<file path="config.mk">
export PLATFORM = sky130hd
export DESIGN_NAME = muldiv_seq
export DESIGN_NICKNAME = d
export VERILOG_FILES = /design/src/rtl/muldiv_seq.sv
export SDC_FILE = /design/constraint.sdc
export NUM_CORES = 1
export LEC_CHECK = 0
export CORE_UTILIZATION = 57
export CTS_BUF_LIST = sky130_fd_sc_hd__clkbuf_8
export CTS_CLUSTER_SIZE = 16
export DETAILED_ROUTE_END_ITERATION = 8
export PLACE_DENSITY = 0.8
export SYNTH_ARGS = -nofsm -noshare
export SYNTH_HDL_FRONTEND = slang
export SYNTH_SLANG_ARGS = --single-unit
</file>
<file path="constraint.sdc">
create_clock -name i_clk -period 6.1 [get_ports i_clk]
set_input_delay 0.915 -clock i_clk [delete_from_list [all_inputs] [get_ports i_clk]]
set_output_delay 0.915 -clock i_clk [all_outputs]
set_load 0.05 [all_outputs]
</file>
<file path="src/rtl/muldiv_seq.sv">
// Iterative RV32M multiply/divide unit: 32-step shift-add / restoring divide on one
// 64-bit accumulator, with stall request and a one-cycle result pulse.
module muldiv_seq #(
  parameter int XLEN = 32
) (
  input  logic            i_clk,
  input  logic            i_rst_n,
  input  logic            i_start,
  input  logic [2:0]      i_md_op,
  input  logic [XLEN-1:0] i_rs1_data,
  input  logic [XLEN-1:0] i_rs2_data,
  input  logic            i_kill,
  output logic            o_busy,
  output logic            o_valid,
  output logic [XLEN-1:0] o_result
);

  // state | meaning
  // IDLE  | waiting for an M-type op; accepts on i_start
  // CALC  | one shift-add / shift-subtract step per cycle, 32 steps
  // DONE  | o_result registered, o_valid pulses
  typedef enum logic [1:0] {IDLE, CALC, DONE} state_t;

  localparam logic [XLEN-1:0] ALL_ONES = {XLEN{1'b1}};
  localparam logic [XLEN-1:0] INT_MIN  = {1'b1, {(XLEN-1){1'b0}}};

  state_t            state;
  logic [4:0]        cnt;
  logic [2:0]        op_r;
  logic              neg_main;
  logic              neg_rem;
  logic [XLEN-1:0]   opnd;
  logic [2*XLEN-1:0] acc;
  logic              valid_r;

  logic              a_sgn, b_sgn;
  logic [XLEN-1:0]   a_mag, b_mag;
  logic              div_zero, div_ovf;

  always_comb begin
    a_sgn = 1'b0;
    b_sgn = 1'b0;
    case (i_md_op)
      3'b000, 3'b001, 3'b100, 3'b110: begin
        a_sgn = i_rs1_data[XLEN-1];
        b_sgn = i_rs2_data[XLEN-1];
      end
      3'b010:  a_sgn = i_rs1_data[XLEN-1];
      default: ;
    endcase
    a_mag    = a_sgn ? -i_rs1_data : i_rs1_data;
    b_mag    = b_sgn ? -i_rs2_data : i_rs2_data;
    div_zero = i_md_op[2] && (i_rs2_data == '0);
    div_ovf  = i_md_op[2] && !i_md_op[0] && (i_rs1_data == INT_MIN) && (i_rs2_data == ALL_ONES);
  end

  // acc holds the product for multiplies, {remainder, quotient} for divides
  logic [XLEN:0]     sum;
  logic [XLEN:0]     shifted;
  logic [XLEN-1:0]   diff;
  logic              ge;
  logic [2*XLEN-1:0] acc_nxt;

  always_comb begin
    sum     = '0;
    shifted = '0;
    diff    = '0;
    ge      = 1'b0;
    if (!op_r[2]) begin
      sum     = {1'b0, acc[2*XLEN-1:XLEN]} + (acc[0] ? {1'b0, opnd} : '0);
      acc_nxt = {sum, acc[XLEN-1:1]};
    end else begin
      shifted = acc[2*XLEN-1:XLEN-1];
      ge      = shifted >= {1'b0, opnd};
      diff    = shifted[XLEN-1:0] - opnd;
      acc_nxt = {(ge ? diff : shifted[XLEN-1:0]), acc[XLEN-2:0], ge};
    end
  end

  logic [2*XLEN-1:0] prod_s;
  logic [XLEN-1:0]   quo_s, rem_s, res_calc;

  always_comb begin
    prod_s = neg_main ? -acc_nxt : acc_nxt;
    quo_s  = neg_main ? -acc_nxt[XLEN-1:0] : acc_nxt[XLEN-1:0];
    rem_s  = neg_rem ? -acc_nxt[2*XLEN-1:XLEN] : acc_nxt[2*XLEN-1:XLEN];
    if (!op_r[2])
      res_calc = (op_r[1:0] == 2'b00) ? prod_s[XLEN-1:0] : prod_s[2*XLEN-1:XLEN];
    else
      res_calc = op_r[1] ? rem_s : quo_s;
  end

  always_ff @(posedge i_clk) begin
    if (!i_rst_n) begin
      state    <= IDLE;
      cnt      <= '0;
      op_r     <= '0;
      neg_main <= 1'b0;
      neg_rem  <= 1'b0;
      opnd     <= '0;
      acc      <= '0;
      valid_r  <= 1'b0;
      o_result <= '0;
    end else begin
      valid_r <= 1'b0;
      if (i_kill) begin
        state <= IDLE;
        cnt   <= '0;
      end else begin
        case (state)
          IDLE: if (i_start) begin
            op_r     <= i_md_op;
            neg_main <= a_sgn ^ b_sgn;
            neg_rem  <= a_sgn;
            if (div_zero) begin
              o_result <= i_md_op[1] ? i_rs1_data : ALL_ONES;
              valid_r  <= 1'b1;
              state    <= DONE;
            end else if (div_ovf) begin
              o_result <= i_md_op[1] ? '0 : INT_MIN;
              valid_r  <= 1'b1;
              state    <= DONE;
            end else begin
              acc   <= {{XLEN{1'b0}}, (i_md_op[2] ? a_mag : b_mag)};
              opnd  <= i_md_op[2] ? b_mag : a_mag;
              cnt   <= '0;
              state <= CALC;
            end
          end
          CALC: begin
            acc <= acc_nxt;
            if (cnt == 5'd31) begin
              o_result <= res_calc;
              valid_r  <= 1'b1;
              state    <= DONE;
            end else begin
              cnt <= cnt + 5'd1;
            end
          end
          DONE:    state <= IDLE;
          default: state <= IDLE;
        endcase
      end
    end
  end

  assign o_busy  = i_rst_n && (((state == IDLE) && i_start && !i_kill) || (state == CALC));
  assign o_valid = valid_r && !i_kill;

endmodule

</file>
### After elaboration in Yosys (flattened, before gate mapping)

Index checks and enable logic that the tools add are counted.

| storage, ports and cells | value |
|---|---|
| bits of input ports | 71 |
| output and inout port bits | 34 |
| register bits after elaboration | 141 |
| word-level logic and storage cells | 103 |

| cells by class | value |
|---|---|
| equality and inequality tests | 14 |
| bitwise logic cells | 5 |
| magnitude comparators | 1 |
| $add $sub $neg | 8 |
| multiplexer cells | 41 |
| reductions and logical operators | 25 |

Operators by type and width:

| kind | number |
|---|---|
| $mux W32 | 17 |
| $mux W64 | 5 |
| $neg A32 Y32 | 4 |
| $pmux W64 S2 | 1 |
| $eq A32 B32 Y1 const B | 2 |
| $neg A64 Y64 | 1 |
| $pmux W32 S2 | 1 |
| $add A32 B32 Y33 | 1 |
| $ge A33 B32 Y1 | 1 |
| $logic_not A32 Y1 | 1 |
| $sub A32 B32 Y32 | 1 |
| $mux W5 | 4 |
| $reduce_and A5 Y1 | 4 |
| $ne A2 B2 Y1 const B | 5 |
| $pmux W5 S2 | 1 |
| $logic_and A1 B1 Y1 | 8 |
| $mux W2 | 4 |
| $eq A3 B3 Y1 const B | 2 |
| $mux W1 | 6 |
| $add A5 B1 Y5 const B | 1 |
| $eq A5 B5 Y1 const B | 1 |
| $reduce_or A5 Y1 | 1 |
| $logic_not A2 Y1 | 2 |
| $not A1 Y1 | 4 |
| other kinds (15) | 16 |

### Depth between registers and ports, before layout

| logic depth | value |
|---|---|
| depth in word-level cells | 9 |
| mapped depth | 25 |
| depth with buffers taken out | 21 |

### Least setup slack after synthesis

No wires, ideal clock.

| timing path | value |
|---|---|
| kind | reg2reg |
| start point | reg op_r[2] |
| end point | reg o_result[22] |
| path buffers | 10 |
| period minus slack after synthesis | 5778 ps |
| stages on the path, launching flop included | 23 |
| library setup time | 74 ps |
| data required time | 6026 ps |
| data arrival time | 5704 ps |
| path slack | 322 ps |
| cells stage by stage | dfxtp_1 -> buf_4 -> buf_2 -> buf_1 -> clkbuf_1 -> buf_1 -> clkbuf_1 -> buf_1 -> buf_1 -> clkbuf_1 -> nand2_1 -> o21ai_0 -> ha_1 -> o211ai_1 -> or4_1 -> buf_2 -> nor2_1 -> nand4_1 -> or4_1 -> nand3b_4 -> or3_1 -> o41a_1 -> a31oi_1 |

| between the ends | value |
|---|---|
| longest elaborated chain between the ends | 7 |
| elaborated cells on any way between the ends | 12 |
| classes of those cells | add/sub: 3; mux: 9 |

RTL lines:

| what | RTL line | text |
|---|---|---|
| from (decl) | 29 | `logic [2:0] op_r;` |
| from (signal assigned) | 112 | `op_r <= i_md_op;` |
| $mux W64 | 69 | `if (!op_r[2]) begin` |
| $neg A64 Y64 (tied with other cells) | 84 | `prod_s = neg_main ? -acc_nxt : acc_nxt;` |
| $mux W64 (tied with other cells) | 84 |  |
| $mux W32 (on tied branches) | 88, 90 |  |
| $mux W32 * | 87 | `if (!op_r[2])` |
| $mux W32 * | 132 | `if (cnt == 5'd31) begin` |
| $pmux W32 S2 * | 110 | `case (state)` |
| to (signal assigned) | 116 | `o_result <= i_md_op[1] ? i_rs1_data : ALL_ONES;` |
| to (signal assigned) | 120 | `o_result <= i_md_op[1] ? '0 : INT_MIN;` |
| to (signal assigned) | 133 | `o_result <= res_calc;` |
| to (decl) | 15 | `output logic [XLEN-1:0] o_result` |

Every way passes the cells marked *; elsewhere a longest branch is shown, timed or not. The select of a mux whose other input is x is not followed.
A chain may end at the register's enable or synchronous reset.

### Final worst setup path

| timing path | value |
|---|---|
| start point | reg acc[0] |
| end point | reg o_result[28] |

| between the ends | value |
|---|---|
| longest elaborated chain between the ends | 9 |
| elaborated cells on any way between the ends | 14 |
| classes of those cells | add/sub: 4; mux: 10 |

RTL lines:

| what | RTL line | text |
|---|---|---|
| from (decl) | 33 | `logic [2*XLEN-1:0] acc;` |
| from (signal assigned) | 124 | `acc <= {{XLEN{1'b0}}, (i_md_op[2] ? a_mag : b_mag)};` |
| from (signal assigned) | 131 | `acc <= acc_nxt;` |
| $mux W32 | 70 | `sum = {1'b0, acc[2*XLEN-1:XLEN]} + (acc[0] ? {1'b0, opnd} : '0);` |
| $add A32 B32 Y33 | 70 |  |
| $mux W64 * | 69 |  |
| $neg A64 Y64 / $neg A32 Y32 (equally long branches) | 84, 86 |  |
| $mux W64 / $mux W32 (equally long branches) | 84, 86 |  |
| $mux W32 (on tied branches) | 88, 90 |  |
| $mux W32 * | 87 |  |
| $mux W32 * | 132 |  |
| $pmux W32 S2 * | 110 |  |

Marked as above.

==> metrics <==
Die Footprint=28,300 sq um; syn_nets=2,438; Cells after Synth=2,294; Area growth, synth to finish=12.3%; Initial Utilization=58.4%; worst hold path type=register to register; CTS max path bufs=2; Max IR drop VDD=0.107 mV; status=finished clean; first-pass GRT wire length=106,000 microns; first-pass iteration count of the detailed router=8; Slowest Stage Delay on Critical Path=780 ps; Post-synth EDFFs=0; final wirelength=70,800 microns; share of the synthesized area in the top cell type=17.9%; Sequential Power Share=32.5%; Num Clock Sinks=141; mean post-synth cell area=6.88 sq um; Main synth FF type=dfxtp_1; sequential-to-total area share from yosys stat=17.9%; switching share of power=42.3%; critical path arrival=5920 ps; CP max-delay cell=a311oi_1; FMAX=182 MHz; later-pin clock latency in the skew report=490 ps; WS Path Type=register to register; initial antenna violation count=5; DRT iter0 DRCs=3,065; Crit path top cell by count=nand2_1; Synth area leaders=dfxtp_1, a21oi_1, nand2_1; core area=27,000 sq um; Post-Syn Area=15,800 sq um; max cap viols=0; CTS Buf Count=17; Worst Path Required=6520 ps; via count=19,400; Hold Violations, Final=0; layout cells sized above 1=6.07%; Pwr Density=175 nW/um^2; htree depth=4; fin nets=2,486; DRC viols=0; Slew HR=6.80%; worst-path fanout max=27; Least-Margin Pin Slew=1390 ps; total overflow reported by the global router=0; number of global-route vias before repair=17,700; Ports=105; clock share of power=28.9%; synth unique cells=77; crit-path leading delay family=compound AO/OA/AOI/OAI gates; leading area contributor after synthesis=dfxtp_1; element type at the critical path start=register; leading cell type in the layout, fill and taps excluded=nand2_1; PortBufs=104; FF/Latch Area=2830 sq um; CTS root buf=clkbuf_8; share of flip-flops with an asynchronous set or reset=0%; switching pwr=0.00131 W; ANT nets after route=0; routability cong.=1.09; Max Slew Vio Count=0; vias per std cell=7.20; Synth Register Bits=141; TritonCTS clock tree=built; crit-path cells=nand2_1, inv_1, ha_1, a211oi_1, o21ai_0, a311oi_1, o31ai_1, xor2_1, nand2_1, o211ai_1, nor4_2, buf_4, nand3_1, o41ai_1, mux2i_1, nor2_1, a31oi_1; Fin Clk Skew=22.2 ps; setup TNS=0 ps; routed length per placed instance=26.2 microns; postcts setup bufs=0; unrepaired setup endpoints after global routing=no; Logic pwr share=38.6%; final instance area=17,700 sq um; Bufs and invs on worst path=2; Die Y=168 microns; Final min period=5510 ps; Final Cycle Share=90.3%; pin count of the biggest net entering global routing=80; commonest non-fill, non-tap cells in the layout=nand2_1, nor2_1, a21oi_1; area of the multi-input gates=12,200 sq um; synth warn=0; Post-DP HPWL=54,800 microns; Placement Cell Area=17,300 sq um; Leakage=6.74 nW; total global-route track usage=49.2%; internal power=0.00178 W; # hold bufs at CTS=0; # fillers=2,525; Worst-path clk slew=100 ps; die width=168 microns; Rows=60; crit end category=register; Finish-stage setup viols=0
## final cells by class
class,count,share of cell area (%)
clock buffer,18,1.40
multi-input combinational,1938,68.7
timing repair buffer,175,9.00
inverter,69,1.46
tap,341,2.41
antenna,4,0.0565
sequential,141,16.0
clock inverter,14,1.05
## stage by stage
step                hold WS [ps]  cells  utilization, %  power (W)  setup WS [ps]
finish                       452   2700            65.5    0.00309            593
detailed placement           441   2664            63.9    0.00215            518
floorplan                    440   2294               -    0.00173            322
global route                 485   2696            65.5    0.00317            270
CTS                          454   2696            65.5    0.00302            511
global placement             442   2664            63.9    0.00214            546
## worst register-to-register path, delay by kind of cell, from the launching register on
family / cells / cell delay, ps
AO/OA/AOI/OAI: 7 / 2650
AND/OR/NAND/NOR: 5 / 1090
flip-flops: 1 / 660
buffers and inverters: 2 / 350
multiplexers: 1 / 260
adder cells (fa/ha/maj): 1 / 240
XOR/XNOR: 1 / 190
## per-layer routing
metal / global-route usage, % / routed length [microns] / up-vias
li1: - / - / 8544
met1: 60.4 / 25800 / 8897
met2: 71.1 / 28300 / 1604
met3: 19.7 / 11000 / 394
met4: 31.7 / 5620 / 2
met5: 0 / 10 / -
## kinds of logic after synthesis
logic type               Yosys count  synth area share (%)
XOR/XNOR                         170                  9.44
multiplexers                      54                  3.51
AO/OA/AOI/OAI                    784                  32.4
AND/OR/NAND/NOR                  857                  25.6
flip-flops                       141                  17.9
adder cells (fa/ha/maj)           73                  5.89
buffers and inverters            215                  5.24
## final timing paths
check / start / end / slack [ps] / cells after the start
setup / recovery: acc[0]$_SDFFE_PN0P_ / o_result[28]$_SDFFE_PN0P_ / 590 / 17
hold reg to reg: o_result[5]$_SDFFE_PN0P_ / o_result[5]$_SDFFE_PN0P_ / 450 / 2
setup reg to reg: acc[0]$_SDFFE_PN0P_ / o_result[28]$_SDFFE_PN0P_ / 590 / 17
hold / removal: o_result[5]$_SDFFE_PN0P_ / o_result[5]$_SDFFE_PN0P_ / 450 / 2
## power groups by stage
stage                     clock, W  combinational [W]  sequential (W)
after floorplan                  0           0.000734        0.000996
after global placement           0            0.00112         0.00102
after detailed placement         0            0.00112         0.00102
after CTS                 0.000884            0.00113         0.00100
after global routing      0.000914            0.00125         0.00101
final                     0.000894            0.00119         0.00101
## synthesized netlist by cell type (all sizes together), types with 25 or more instances
library cell and count:
nand2 263, nor2 257, a21oi 212, o21ai 157, dfxtp 141, clkbuf 115, xnor2 102, o211ai 81
ha 71, inv 68, xor2 68, nor3 64, and2 49, mux2i 43, a31oi 42, nand4 41
nand3 39, o31ai 35, a22oi 31, buf 31, a211oi 30, nand2b 30, a21o 28, or3 25
## flip-flops by register name (all words and copies together), names as in the netlist
signal,count
opnd,32
acc,64
cnt,5
neg_rem,1
neg_main,1
o_result,32
state,2
op_r,3
valid_r,1
## what timing repair did
action | 4_1_cts | 5_1_grt
gates resized for setup | 0 | 1
endpoints found under the setup margin | 0 | 2
hold endpoints to repair | 0 | 0
(Power assumes the default switching activity.)
